[src/rtl/branch_unit_bht.sv]
// Branch resolution unit with a PC-indexed table of saturating counters.
// It resolves SB-type branches in EX, predicts for IF, and keeps branch/mispredict statistics.
module branch_unit_bht #(
    parameter int XLEN        = 32,
    parameter int BHT_ENTRIES = 64,
    parameter int CNT_BITS    = 2,
    parameter int STAT_BITS   = 32
) (
    input  logic                 clk,
    input  logic                 rst_n,
    input  logic [XLEN-1:0]      if_pc,
    output logic                 if_pred_taken,
    input  logic                 ex_valid,
    input  logic [31:0]          ex_instr,
    input  logic [XLEN-1:0]      ex_pc,
    input  logic [XLEN-1:0]      ex_rs1,
    input  logic [XLEN-1:0]      ex_rs2,
    input  logic [XLEN-1:0]      ex_target,
    input  logic                 ex_pred_taken,
    input  logic                 flush,
    output logic                 res_valid,
    output logic                 res_taken,
    output logic                 mispredict,
    output logic [XLEN-1:0]      redirect_pc,
    output logic [STAT_BITS-1:0] stat_branches,
    output logic [STAT_BITS-1:0] stat_mispred
);

    localparam int IDX_BITS = $clog2(BHT_ENTRIES);
    localparam logic [CNT_BITS-1:0] CNT_MAX  = '1;
    localparam logic [CNT_BITS-1:0] CNT_INIT = CNT_MAX >> 1;
    localparam logic [6:0] OPC_BRANCH = 7'b1100011;

    logic [CNT_BITS-1:0]  r_bht [BHT_ENTRIES];
    logic                 r_resValid;
    logic                 r_resTaken;
    logic                 r_mispredict;
    logic [XLEN-1:0]      r_redirectPc;
    logic [STAT_BITS-1:0] r_statBranches;
    logic [STAT_BITS-1:0] r_statMispred;

    logic [IDX_BITS-1:0]  w_ifIdx;
    logic [IDX_BITS-1:0]  w_exIdx;
    logic                 w_isBranch;
    logic                 w_outcome;
    logic                 w_resolve;
    logic                 w_mispredict;
    logic [CNT_BITS-1:0]  w_exCnt;
    logic [CNT_BITS-1:0]  w_nextCnt;
    logic                 w_unused;

    assign w_ifIdx  = if_pc[IDX_BITS+1:2];
    assign w_exIdx  = ex_pc[IDX_BITS+1:2];
    assign w_unused = ^{if_pc[XLEN-1:IDX_BITS+2], if_pc[1:0], ex_pc[1:0],
                        ex_instr[31:15], ex_instr[11:7]};

    always_comb begin
        w_isBranch = 1'b0;
        w_outcome  = 1'b0;
        if (ex_instr[6:0] == OPC_BRANCH) begin
            case (ex_instr[14:12])
                3'b000: begin w_isBranch = 1'b1; w_outcome = (ex_rs1 == ex_rs2); end
                3'b001: begin w_isBranch = 1'b1; w_outcome = (ex_rs1 != ex_rs2); end
                3'b100: begin w_isBranch = 1'b1; w_outcome = ($signed(ex_rs1) <  $signed(ex_rs2)); end
                3'b101: begin w_isBranch = 1'b1; w_outcome = ($signed(ex_rs1) >= $signed(ex_rs2)); end
                3'b110: begin w_isBranch = 1'b1; w_outcome = (ex_rs1 <  ex_rs2); end
                3'b111: begin w_isBranch = 1'b1; w_outcome = (ex_rs1 >= ex_rs2); end
                default: ;
            endcase
        end
    end

    assign w_resolve    = ex_valid && !flush && w_isBranch;
    assign w_mispredict = (w_outcome != ex_pred_taken);
    assign w_exCnt      = r_bht[w_exIdx];

    always_comb begin
        w_nextCnt = w_exCnt;
        if (w_outcome) begin
            if (w_exCnt != CNT_MAX) w_nextCnt = w_exCnt + 1'b1;
        end else begin
            if (w_exCnt != '0) w_nextCnt = w_exCnt - 1'b1;
        end
    end

    // Prediction reads the registered table only; an update in the same cycle is seen next cycle.
    assign if_pred_taken = r_bht[w_ifIdx][CNT_BITS-1];

    always_ff @(posedge clk) begin
        if (!rst_n) begin
            for (int i = 0; i < BHT_ENTRIES; i++) r_bht[i] <= CNT_INIT;
            r_resValid     <= 1'b0;
            r_resTaken     <= 1'b0;
            r_mispredict   <= 1'b0;
            r_redirectPc   <= '0;
            r_statBranches <= '0;
            r_statMispred  <= '0;
        end else if (w_resolve) begin
            r_bht[w_exIdx] <= w_nextCnt;
            r_resValid     <= 1'b1;
            r_resTaken     <= w_outcome;
            r_mispredict   <= w_mispredict;
            r_redirectPc   <= w_outcome ? ex_target : ex_pc + XLEN'(4);
            if (r_statBranches != '1) r_statBranches <= r_statBranches + 1'b1;
            if (w_mispredict && r_statMispred != '1) r_statMispred <= r_statMispred + 1'b1;
        end else begin
            r_resValid   <= 1'b0;
            r_mispredict <= 1'b0;
        end
    end

    assign res_valid     = r_resValid;
    assign res_taken     = r_resTaken;
    assign mispredict    = r_mispredict;
    assign redirect_pc   = r_redirectPc;
    assign stat_branches = r_statBranches;
    assign stat_mispred  = r_statMispred;

endmodule

[config.mk]
export PLATFORM = sky130hd
export DESIGN_NAME = branch_unit_bht
export DESIGN_NICKNAME = d
export VERILOG_FILES = /design/src/rtl/branch_unit_bht.sv
export SDC_FILE = /design/constraint.sdc
export NUM_CORES = 1
export LEC_CHECK = 0
export ABC_AREA = 1
export ABC_CLOCK_PERIOD_IN_PS = 3150
export BUFFER_PORTS_ARGS = -buffer_cell sky130_fd_sc_hd__buf_2
export CORE_ASPECT_RATIO = 0.8
export CORE_UTILIZATION = 56
export CTS_BUF_LIST = sky130_fd_sc_hd__clkbuf_16
export DETAILED_ROUTE_END_ITERATION = 8
export MAX_ROUTING_LAYER = met4
export PLACE_DENSITY = 0.81
export SYNTH_ARGS = -nofsm -noshare
export SYNTH_HDL_FRONTEND = slang
export SYNTH_SLANG_ARGS = --single-unit
[constraint.sdc]
create_clock -name clk -period 3.15 [get_ports clk]
set_input_delay 0.4725 -clock clk [delete_from_list [all_inputs] [get_ports clk]]
set_output_delay 0.4725 -clock clk [all_outputs]
set_load 0.05 [all_outputs]
==> results.yml <==
clock_tree:
  postCtsResizedCells: 0
  cts_inserted_buffers: 25
  clock-sinks: 227
  ctsHoldBuffers: 0
  postCtsSetupBuffers: 0
  clock-root-buffer: "clkbuf_16"
  clkTransAtPathRegs_ns: 0.06
  cts_max_level: 1
  cts_tree: "done"
  clock_latency_ns: 0.52
  clock_path_buffers: 3
layout:
  fin_nets: 2427
  drive_above_1_share_pct: 17.89
  multi_input_area_um2: 6684
  num-fill-cells: 2056
  seq_area_um2: 5826
  synthToLayoutAreaGrowth_pct: 17.36
routing:
  wirelength_mm: 44.59
  ant_nets: 0
  drt_iter0_drc: 1733
  routedWlPerCell_um: 17.58
  drc: 0
  vias: 14840
  firstDrtPassIters: 6
  viasPerCell: 5.851
yosys:
  ys_warn_count: 0
  synth_nets: 2187
  seq_area_frac_synth_pct: 40.88
  yosysTopAreaCellShare_pct: 26.97
  synth_common_cells: "nand2_1 (399), inv_1 (311), nor2_1 (234)"
  synth_flop_cell: "edfxtp_1"
  syn_area_um2: 14250
  synth-seq-cells: 227
  synthArstFlopShare_pct: 0
  yosys.area.top_type: "edfxtp_1"
  yosysMostFrequentCell: "nand2_1"
  syn-mean-instance-area_um2: 7.289
  synth_cell_type_count: 55
  synth_edf_count: 128
  postSynthCellCount: 1955
  synth_area_leaders: "edfxtp_1 (27%), dfxtp_1 (14%), nand2_1 (11%)"
timing:
  maxSlewHeadroom_pct: 47.72
  final.setup_skew_ns: 0.01100
  fin_crit_ns: 3.075
  tightest_slew_ns: 0.7842
  setup_ws_ns: 0.07509
  finalMaxSlewViolations: 0
  setup_viol: 0
  hold_viol: 0
  fmax_ghz: 0.3252
  fin_crit_sh_pct: 97.62
  rsz0062_at_grt: "false"
  timing.setup.tns_ns: 0
floorplan:
  start_util_pct: 57.85
  die_x_um: 180.3
  ios: 297
  core_um2: 24630
  dieArea_um2: 26090
  rows: 51
  die_h_um: 144.7
global_route:
  antenna_found_initial: 6
  grt_pass1_wl_mm: 69.48
  grt.overflow.total: 0
  grt_start_max_net_pins: 62
  grt_pass1_vias: 13780
  grt_usage_pct: 34.45
run:
  maxCapViolCount: 0
critical_path:
  required_ns: 2.68
  crit_path_end_kind: "output pin"
  critPathBufInv: 4
  critPathSlowestCell: "o21ai_0"
  crit_path_max_fanout: 13
  critPathKind: "in2out"
  start_kind: "input pin"
  path_delay_family: "buffers and inverters"
  critPathMaxStageDelay_ns: 0.38
  cp_cell_sequence: "buf_2 -> inv_1 -> buf_4 -> nor2_1 -> o21ai_0 -> o21ai_0 -> o32ai_1 -> nor2_1 -> o31ai_1 -> buf_2"
  critPathArrivalTime_ns: 2.60
power:
  p_per_area_nw_per_um2: 404.1
  ir_drop_v: 0.0003929
  leakagePower_nw: 7.092
run_status:
  status: "finished, final reports clean"
hold_path:
  hp-class: "in2reg"
placement:
  port_buffers: 248
  hpwl_mm: 32.05
  post-place-ws_ns: 0.02045
  gp_congestion: 0.9619
[path summary, 6_finish.rpt]
path                            startpoint                        endpoint  slack (ns)  cells past startpoint
min                          ex_target[21]    redirect_pc[21]$_SDFFE_PN0P_        0.24                      3
max                               if_pc[2]                   if_pred_taken        0.08                     10
min reg2reg   redirect_pc[31]$_SDFFE_PN0P_    redirect_pc[31]$_SDFFE_PN0P_        0.46                      2
max reg2reg  stat_branches[0]$_SDFFE_PN0P_  stat_branches[17]$_SDFFE_PN0P_        0.37                     18
[logic make-up after synthesis]
kind of cell	count (synthesis)	share of synthesized area, %
fa+ha+maj	35	3.073
xor+xnor	30	1.844
simple gates	917	28.36
flops	227	40.88
buf+inv	419	12.28
compound gates	327	13.56
[area by class of cell]
| cell class | instances | area share, % |
|---|---|---|
| inverter | 330 | 7.414 |
| clock inverter | 20 | 0.8155 |
| multi-input combinational | 1309 | 39.97 |
| tap | 318 | 2.379 |
| timing repair buffer | 302 | 10.76 |
| sequential | 227 | 34.83 |
| clock buffer | 25 | 3.741 |
| antenna | 6 | 0.08978 |
[routing by layer]
layer	track usage, %	vias to the layer above	wire (µm)
li1	-	6956	-
met1	42.73	6742	17330
met2	56.96	981	20350
met3	5.405	165	5182
met4	13.86	0	1721
met5	-	-	0
[sequential cells by signal, summed over array words and instances, names as in the netlist]
name,count
mispredict,1
stat_branches,32
redirect_pc,32
r_bht,128
res_valid,1
stat_mispred,32
res_taken,1
[tightest hold or removal path, stage by stage]
cell	delay, ns
buf_2	0.07
o21ai_1	0.06
a21oi_1	0.11
[where the power goes]
group	total, W	switching [W]	internal, W	leakage, nW
registers	0.00317	0.0000191	0.00315	1.92
clock network	0.00280	0.00120	0.00159	0.415
logic	0.000789	0.000512	0.000277	4.76
total	0.00676	0.00173	0.00502	7.09
[placed cells by master, fill, tap and decap left out, types with 5 or more instances in the layout]
| cell type | instances |
|---|---|
| nor2_1 | 234 |
| clkbuf_16 | 25 |
| xor2_1 | 20 |
| a22oi_1 | 18 |
| dfxtp_1 | 99 |
| nand3_2 | 9 |
| nor4_1 | 11 |
| buf_2 | 247 |
| o21ai_0 | 79 |
| nand3_1 | 130 |
| buf_12 | 12 |
| inv_2 | 17 |
| o22ai_1 | 5 |
| a21oi_1 | 154 |
| inv_1 | 323 |
| o211ai_1 | 18 |
| nand4_1 | 69 |
| o21a_1 | 6 |
| nor3_1 | 38 |
| buf_4 | 43 |
| o21ai_1 | 5 |
| nand2_1 | 399 |
| diode_2 | 6 |
| ha_1 | 35 |
| a21oi_2 | 10 |
| xnor2_1 | 10 |
| a221oi_1 | 12 |
| edfxtp_1 | 128 |
[metrics by stage]
step                      hold slack (ns)  instance area (µm²)  util [%]  power, W  instances
after floorplan                    0.6569                14250         -  0.003694       1955
after global placement             0.4491                15950     64.74  0.003978       2486
after detailed placement           0.4548                15950     64.74  0.004000       2486
after CTS                          0.2315                16710     67.84  0.006731       2531
after global routing               0.2503                16720     67.90  0.006940       2537
final                              0.2374                16720     67.90  0.006757       2537
(Power assumes the default switching activity.)
